$ cat src/rtl/down_timer_ctrl.sv
`default_nettype none
// ============================================================================
// Module   : down_timer_ctrl
// Purpose  : Prescaled, loadable down-count timer controller. Divides clk by
//            PRESCALE to form count ticks and counts a loaded value down to 0.
//            It reports busy and the live count, and pulses tick and done for
//            one cycle each.
// Options  : AUTO_RELOAD_EN - when defined, terminal count reloads from
//            load_val and keeps running instead of stopping in DONE.
// Revision : 1.0 - initial release
// ============================================================================
module down_timer_ctrl #(
    parameter int WIDTH    = 4,
    parameter int PRESCALE = 4
) (
    input  logic             clk,
    input  logic             rst,       // asynchronous, active-low
    input  logic [WIDTH-1:0] load_val,
    input  logic             start,
    input  logic             stop,
    output logic [WIDTH-1:0] count,
    output logic             busy,
    output logic             tick,
    output logic             done
);

    // Prescaler is at least one bit wide so PRESCALE=1 still elaborates.
    localparam int               PRE_W     = (PRESCALE > 1) ? $clog2(PRESCALE) : 1;
    localparam logic [PRE_W-1:0] PRE_LAST  = PRE_W'(PRESCALE - 1);
    localparam logic [PRE_W-1:0] PRE_ONE   = PRE_W'(1);
    localparam logic [WIDTH-1:0] COUNT_ONE = WIDTH'(1);

    typedef enum logic [1:0] {
        ST_IDLE  = 2'd0,
        ST_RUN   = 2'd1,
        ST_PAUSE = 2'd2,
        ST_DONE  = 2'd3
    } state_t;

    state_t           state;
    logic [PRE_W-1:0] prescaler;

    // Control FSM: start/pause/resume, prescaled decrement and terminal count.
    always_ff @(posedge clk or negedge rst) begin
        if (!rst) begin
            state     <= ST_IDLE;
            count     <= '0;
            prescaler <= '0;
            busy      <= 1'b0;
            tick      <= 1'b0;
            done      <= 1'b0;
        end else begin
            tick <= 1'b0;
            done <= 1'b0;
            case (state)
                ST_IDLE, ST_DONE: begin
                    // stop is ignored here; start always wins from rest.
                    if (start) begin
                        prescaler <= '0;
                        if (load_val == '0) begin
                            count <= '0;
                            done  <= 1'b1;
                            busy  <= 1'b0;
                            state <= ST_DONE;
                        end else begin
                            count <= load_val;
                            busy  <= 1'b1;
                            state <= ST_RUN;
                        end
                    end
                end

                ST_RUN: begin
                    if (stop) begin
                        // Pause holds count and prescaler exactly where they are.
                        state <= ST_PAUSE;
                    end else if (prescaler != PRE_LAST) begin
                        prescaler <= prescaler + PRE_ONE;
                    end else begin
                        prescaler <= '0;
                        tick      <= 1'b1;
                        // count is never 0 in RUN, but treat 0 as terminal so
                        // the counter can never wrap below zero.
                        if (count <= COUNT_ONE) begin
                            done <= 1'b1;
`ifdef AUTO_RELOAD_EN
                            if (load_val != '0) begin
                                count <= load_val;
                            end else begin
                                count <= '0;
                                busy  <= 1'b0;
                                state <= ST_DONE;
                            end
`else
                            count <= '0;
                            busy  <= 1'b0;
                            state <= ST_DONE;
`endif
                        end else begin
                            count <= count - COUNT_ONE;
                        end
                    end
                end

                ST_PAUSE: begin
                    // Resume without reload; start+stop together keeps us paused.
                    if (start && !stop) begin
                        state <= ST_RUN;
                    end
                end

                default: begin
                    state <= ST_IDLE;
                    busy  <= 1'b0;
                end
            endcase
        end
    end

endmodule
`default_nettype wire
$ cat config.mk
export PLATFORM = sky130hd
export DESIGN_NAME = down_timer_ctrl
export DESIGN_NICKNAME = d
export VERILOG_FILES = /design/src/rtl/down_timer_ctrl.sv
export SDC_FILE = /design/constraint.sdc
export NUM_CORES = 1
export LEC_CHECK = 0
export BUFFER_PORTS_ARGS = -buffer_cell sky130_fd_sc_hd__buf_2
export CAP_MARGIN = 20
export CELL_PAD_IN_SITES_DETAIL_PLACEMENT = 0
export CELL_PAD_IN_SITES_GLOBAL_PLACEMENT = 2
export CORE_ASPECT_RATIO = 0.8
export CORE_UTILIZATION = 28
export CTS_CLUSTER_SIZE = 40
export DETAILED_ROUTE_END_ITERATION = 6
export GPL_TIMING_DRIVEN = 0
export PLACE_DENSITY = 0.84
export SYNTH_ARGS = -nofsm -noshare
export SYNTH_HDL_FRONTEND = slang
export SYNTH_SLANG_ARGS = --single-unit
$ cat constraint.sdc
create_clock -name clk -period 1.8 [get_ports clk]
set_clock_uncertainty 0.15 [all_clocks]
set_input_delay 0.09 -clock clk [delete_from_list [all_inputs] [get_ports clk]]
set_output_delay 0.09 -clock clk [all_outputs]
set_load 0.01 [all_outputs]
* Word-level counts from Yosys, hierarchy flattened
Cells that the tools add are included.
** Operators by class
- Order comparisons :: 1
- Reductions and logical operators :: 10
- Multiplexer cells :: 32
- Add/sub/neg operators :: 2
- Equality and inequality tests :: 11
** Operators by type and width (number)
- two-way mux 4 bit :: 5
- two-way mux 2 bit :: 9
- two-way mux 1 bit :: 13
- != test 2 bit, second input constant :: 6
- case mux 4 bit (2 select lines) :: 1
- AND reduction 4 bit :: 2
- != test 3 bit, second input constant :: 2
- case mux 2 bit (3 select lines) :: 1
- AND reduction 5 bit :: 1
- equality test 2 bit, second input constant :: 2
- <= comparator 4 x 1 -> 1 bit, second input constant :: 1
- logical NOT 4 bit :: 1
- case mux 1 bit (2 select lines) :: 2
- case mux 2 bit (2 select lines) :: 1
- subtractor 4 x 1 -> 4 bit, second input constant :: 1
- AND reduction 3 bit :: 1
- adder 2 x 1 -> 2 bit, second input constant :: 1
- equality test 2 x 1 -> 1 bit, second input constant :: 1
- logical NOT 2 bit :: 1
- nonzero test 2 bit :: 1
- OR reduction 2 bit :: 1
- logical AND 1 bit :: 1
- logical NOT 1 bit :: 1
** Storage, ports and cells
- Logic and storage cells :: 62
- Flip-flop bits (word level) :: 11
- Input bits :: 8
- Output and inout bits :: 7

* Longest topological paths before layout
Gate-level depths: netlist of run 1.
- Depth after elaboration :: 5
- Depth in mapped cells :: 8
- Mapped depth without buffers :: 6

* Worst setup path before layout of run 1
OpenSTA, ideal clock, no wires.
- Kind :: reg-to-reg
- From :: register state[0]
- To :: register count[2]
- Cell stages (with the launch flop) :: 9
- Arrival :: 1.602 ns
- Buffers on the path :: 2
- Library setup time :: 0.126 ns
- Setup slack :: -0.078 ns
- Cell sequence :: dfrtp_1 > inv_1 > ha_1 > buf_6 > nor2b_4 > buf_6 > a211oi_2 > nor2_1 > a221o_1
** On the way
- Word-level cells in the longest chain between the ends :: 4
- Elaborated cells between the ends (all ways) :: 10
- Those cells by class :: eq/ne: 5; mux: 1; reduce/logical: 4
** Ends and longest elaborated chain
- from (decl) :: RTL line 40 : state_t state;
- from (signal assigned) :: RTL line 46 : state <= ST_IDLE;
- from (signal assigned) :: RTL line 64 : state <= ST_DONE;
- from (signal assigned) :: RTL line 68 : state <= ST_RUN;
- equality test 2 bit or logical NOT 2 bit (tied branches) :: RTL line 55 : case (state)
- OR reduction 2 bit :: RTL line 55
- != test 2 bit (no line) or nonzero test 2 bit (tied branches)
- AND reduction 4 bit (no line)
- to (signal assigned) :: RTL line 66 : count <= load_val;
- to (signal assigned) :: RTL line 100 : count <= count - COUNT_ONE;
- to (decl) :: RTL line 21 : output logic [WIDTH-1:0] count,
Several ways; a longest one is shown, not always the timed one.
A chain may end at the register's enable or synchronous reset.

* Final worst setup path of run 1
- From :: register state[1]
- To :: register count[2]
The elaborated chain is that of the path after synthesis.

==> impl_metrics.ini, run 1 <==
[outcome]
outcome = finished, final reports clean

[cells_and_area]
layout_commonest_cell = buf_2
fillers = 257
drive_above_1_share_pct = 34.9
final_cell_mix = 14 x buf_2, 9 x dfrtp_1, 8 x nor2_1
design_area_um2 = 1010
area_delta_synth_final_pct = 39.2
diodes = 0
nets = 120

[setup_path]
path_buf_inv = 1
reg2reg_to = count[2]
r2r-start = state[1]
slowest_delay_ps = 390
r2r_cells = 6
critPathSlowestCell = dfrtp_1
critical_path_class = flip-flop to flip-flop
crit_start = state[1]
ff2ff_setup_slack_ps = 30
path_cells = buf_6, ha_4, nor2b_4, a211o_4, o22ai_2, a221o_1
cp_top_family = compound AO/OA/AOI/OAI gates
arrival_ps = 1780
cp-start-kind = flip-flop
required_ps = 1810
cp_max_fo = 4
end_kind = flip-flop

[power]
max-vdd-ir-drop_v = 0.000953
leakage_uw = 0.000455
power.density_nw_per_um2 = 1860

[sta]
period_needed_ps = 1770
final_hold_viol_count = 0
setup_viol = 0
worst_hold_slack_ps = 18.8
worstMarginPinSlew_ps = 572
rsz0062_at_grt = true
slew_viol_final = 0
fin_ws_ps = 28.0
relSlewSlack_pct = 61.5
fin_crit_sh_pct = 98.4
clock.fmax_ghz = 0.564

[routing]
dr.pass1.iters = 4
drt_iter0_markers = 30
viasPerCell = 4.78
vias = 679
ant_nets = 0
wirelength_um = 1930
drc = 0
wire_per_inst_um = 13.6

[clock_tree]
cts_tree = done
clk_pin_slew_worst_paths_ps = 70
numClockSinks = 11
cts-buffers-inserted = 3
clk_latency_ps = 270
clock_path_buffers = 2
cts_max_level = 1
clock-root-buffer = clkbuf_4

[floorplan]
dieArea_um2 = 2810
core_um2 = 2460
start_util_pct = 29.6
floorplan.die.width_um = 59.0
pin_count = 15
placementRows = 16
die_h_um = 47.6

[yosys]
synth_adder_area_share_pct = 8.59
synthXorXnorAreaFrac_pct = 0
syn-num-nets = 92
syn_area_per_cell_um2 = 9.22
synth-compound-area-share_pct = 25.9
synth_top_family_by_area = compound AO/OA/AOI/OAI gates
yosysSeqAreaShare_pct = 37.8
synth_cell_type_count = 29
synthMuxAreaShare_pct = 2.75
syn_area_um2 = 728
yosys.area_share.simple_pct = 18.2
syn-instance-count = 79
yosys_warnings = 0
synth-seq-cells = 11

[placement]
numPortBuffers = 14
place_ws_ps = -127
gp_congestion = 0.723
place_area_um2 = 857
dpl.hpwl_um = 1320

[global_routing]
grt_first_pass_wirelength_um = 2890
grt_max_degree = 12
grt-ovfl-total = 0
grt_pass1_vias = 623
track_usage_pct = 14.5
antenna_found_initial = 0

[min_path]
hold_start = start
min_path_type = primary input to flip-flop
whs_endpoint = done
hold-path-cell-count = 3

[run]
maxCapViolCount = 0
worst register-to-register path, cell delays in order (launching register included):
cell and delay, ps:
dfrtp_1 390, buf_6 120, ha_4 250, nor2b_4 210
a211o_4 160, o22ai_2 80, a221o_1 290
repair_timing:
action | 4_1_cts | 5_1_grt
setup buffers | 4 | 2
gates resized for setup | 2 | 14
pin swaps | 5 | 6
cloned | 0 | 0
endpoints found under the hold margin | 15 | 0
hold buffers | 5 | 0
setup endpoints to repair | 3 | 8
cells by family after synthesis:
| kind of cell | count (synthesis) |
|---|---|
| multiplexers | 2 |
| adder cells (fa/ha/maj) | 5 |
| flip-flops | 11 |
| buffers and inverters | 9 |
| AND/OR/NAND/NOR | 26 |
| AO/OA/AOI/OAI | 26 |
through the flow:
stage	power, uW	std cells	setup TNS [ps]	utilization, %
2_1_floorplan	1250	79	-0.264	-
3_3_place_gp	1490	129	-267	34.8
3_5_place_dp	1500	129	-318	34.8
4_1_cts	1750	141	-245	39.0
5_1_grt	2040	142	-51.0	41.2
6_report	1880	142	0	41.2
report_power, final:
part	internal [uW]	total [uW]	switching (uW)	leakage (uW)
sequential	358	470	112	0.000133
clock	85.9	168	82.0	0.0000150
combinational	615	1240	628	0.000307
total	1060	1880	823	0.000455
registers in the layout, summed over array words and instances, names as in the netlist:
signal and count:
count 4, prescaler 2, state 2, busy 1, done 1, tick 1
layer usage:
metal  track usage, %  up-vias  wire length [um]
met1             21.1      323              1020
met3             5.14        2                59
li1                 -      345                 -
met2             19.8        9               837
met5                0        -                 0
met4             4.76        0                13
how the worst max path moves through the flow:
| stage | endpoint | slack [ps] | depth (start not counted) |
|---|---|---|---|
| 2_1_floorplan | count[3] | -0.3 | 8 |
| 3_3_place_gp | count[2] | -110 | 8 |
| 3_5_place_dp | count[2] | -130 | 8 |
| 4_1_cts | count[2] | -80 | 7 |
| 5_1_grt | count[2] | -20 | 5 |
| 6_report | count[2] | 30 | 6 |
final cells by class:
cell class                 count  area (um^2)  area share (%)
multi-input combinational     59          462            45.6
sequential                    11          278            27.4
timing repair buffer          25          173            17.0
tap                           36         45.0            4.44
clock buffer                   4         26.3            2.59
inverter                       6         22.5            2.22
buffer                         1         7.51           0.741
Yosys cell counts (all sizes together):
cell type	instances	area share [%]
nand3	3	2.1
dfrtp	11	38
a211o	2	2.4
o22ai	1	0.86
nor3	1	0.69
o211ai	1	1.0
a211oi	1	1.7
mux2i	2	2.7
a221oi	2	2.4
buf	2	3.1
nand2	6	3.1
a31oi	1	0.86
and2	1	0.86
nor2b	2	3.1
a21oi	4	2.7
o21ai	5	3.4
nor2	8	4.1
clkbuf	1	0.51
a221o	2	2.7
a22oi	4	4.1
o31a	1	1.2
ha	5	8.6
nand2b	2	1.7
o32a	1	1.4
inv	6	3.1
a21o	1	1.0
nor4	3	2.6
No activity file was read; power rests on OpenSTA's default activity.
==> run 2: changes to the inputs <==
- GPL_TIMING_DRIVEN: 0 -> unset
==> impl_metrics.ini, run 2 (synthesized netlist as in run 1, its figures left out) <==
[floorplan]
placementRows = 16
core_um2 = 2460
dieArea_um2 = 2810
pin_count = 15
start_util_pct = 29.6
die_h_um = 47.6
floorplan.die.width_um = 59.0

[cells_and_area]
drive_above_1_share_pct = 36.3
design_area_um2 = 1070
final_cell_mix = 14 x buf_2, 12 x buf_4, 11 x dfrtp_1
largest_reg_flops = 4
fillers = 239
biggestRegsByFlops = count: 4 flops, prescaler: 2 flops, state: 2 flops
diodes = 0
layout_commonest_cell = buf_2
nets = 127
area_delta_synth_final_pct = 47.6
fin_util_pct = 43.6
top_register = count

[clock_tree]
clk_latency_ps = 280
clock-root-buffer = clkbuf_4
clock_path_buffers = 2
clk_pin_slew_worst_paths_ps = 80
cts_max_level = 1
cts-buffers-inserted = 3
numClockSinks = 11
cts_tree = done

[sta]
worst_hold_slack_ps = 33.6
final_hold_viol_count = 0
clock.fmax_ghz = 0.574
relSlewSlack_pct = 63.1
slew_viol_final = 0
fin_crit_sh_pct = 96.8
worstMarginPinSlew_ps = 548
period_needed_ps = 1740
setup_viol = 0

[setup_path]
crit_start = state[0]
slowest_delay_ps = 400
critical_path_class = flip-flop to flip-flop
cp-start-kind = flip-flop
end_kind = flip-flop
cp_top_family = flip-flops
r2r-start = state[0]
critPathSlowestCell = dfrtp_1
arrival_ps = 1770
required_ps = 1830
path_cells = inv_1, ha_4, nor2b_4, buf_12, buf_4, a211o_1, a21o_1
cp_max_fo = 4
path_buf_inv = 3

[power]
max-vdd-ir-drop_v = 0.000842
power.density_nw_per_um2 = 1860
leakage_uw = 0.000495

[placement]
place_area_um2 = 906
numPortBuffers = 14
gp_congestion = 0.849

[routing]
viasPerCell = 4.91
dr.pass1.iters = 4
ant_nets = 0
vias = 731
drt_iter0_markers = 16
wirelength_um = 1860
wire_per_inst_um = 12.5
drc = 0

[global_routing]
grt_first_pass_wirelength_um = 2830
grt_pass1_vias = 606
track_usage_pct = 14.2
antenna_found_initial = 0
grt-ovfl-total = 0
grt_max_degree = 12

[min_path]
hold_start = start
min_path_type = primary input to flip-flop

[outcome]
outcome = finished, final reports clean

[run]
maxCapViolCount = 0
## run 2: cell count changes in the layout (fill, tap and decap cells not counted), sizes merged
cell / change
buf: +8
clkbuf: -1
## run 2: final timing paths
kind / to / slack, ps / depth (start not counted)
max in group asynchronous: prescaler[0] / 1210 / 2
min in group asynchronous: state[0] / 60 / 2
setup / recovery: busy / 60 / 7
hold / removal: done / 30 / 3
setup reg to reg: busy / 60 / 7
hold reg to reg: busy / 340 / 1
## run 2: layer usage
layer	part of all wire [%]	global-route usage (%)	vias up
met3	4.4	5.14	0
met2	44	17.7	10
met5	0	0	-
met1	51	21.9	358
met4	0	4.29	0
li1	-	-	363
## run 2: cell type report
type | instances | area [um^2] | share of cell area [%]
multi-input cells | 59 | 464 | 43.2
well taps | 36 | 45.0 | 4.19
inverters | 6 | 22.5 | 2.10
clock buffers | 4 | 26.3 | 2.44
repair buffers | 33 | 241 | 22.5
flip-flops and latches | 11 | 275 | 25.6
## run 2: report_power, final
group | switching, uW | internal [uW] | total [uW]
clock | 90.1 | 85.9 | 176
combinational | 657 | 729 | 1390
sequential | 83.5 | 354 | 437
total | 831 | 1170 | 2000
## run 2: repair_timing
action | CTS | global route
hold buffers | 5 | 0
setup buffers | 0 | 4
gates cloned | 0 | 0
gates resized for setup | 2 | 7
pin swaps | 0 | 1
endpoints found under the setup margin | 1 | 4
endpoints found under the hold margin | 15 | 0
## run 2: worst min-delay path: stages
cell	delay (ps)
buf_2	150
nand3_1	90
a21oi_1	70
## run 2: through the flow
step / cells / setup slack, ps / setup TNS, ps / total power, uW
floorplan: 79 / -0.264 / -0.264 / 1250
global placement: 136 / 13.3 / 0 / 1600
detailed placement: 136 / -30.9 / -30.9 / 1600
CTS: 145 / 20.4 / 0 / 1810
global route: 149 / -14.2 / -26.4 / 2170
finish: 149 / 57.2 / 0 / 2000
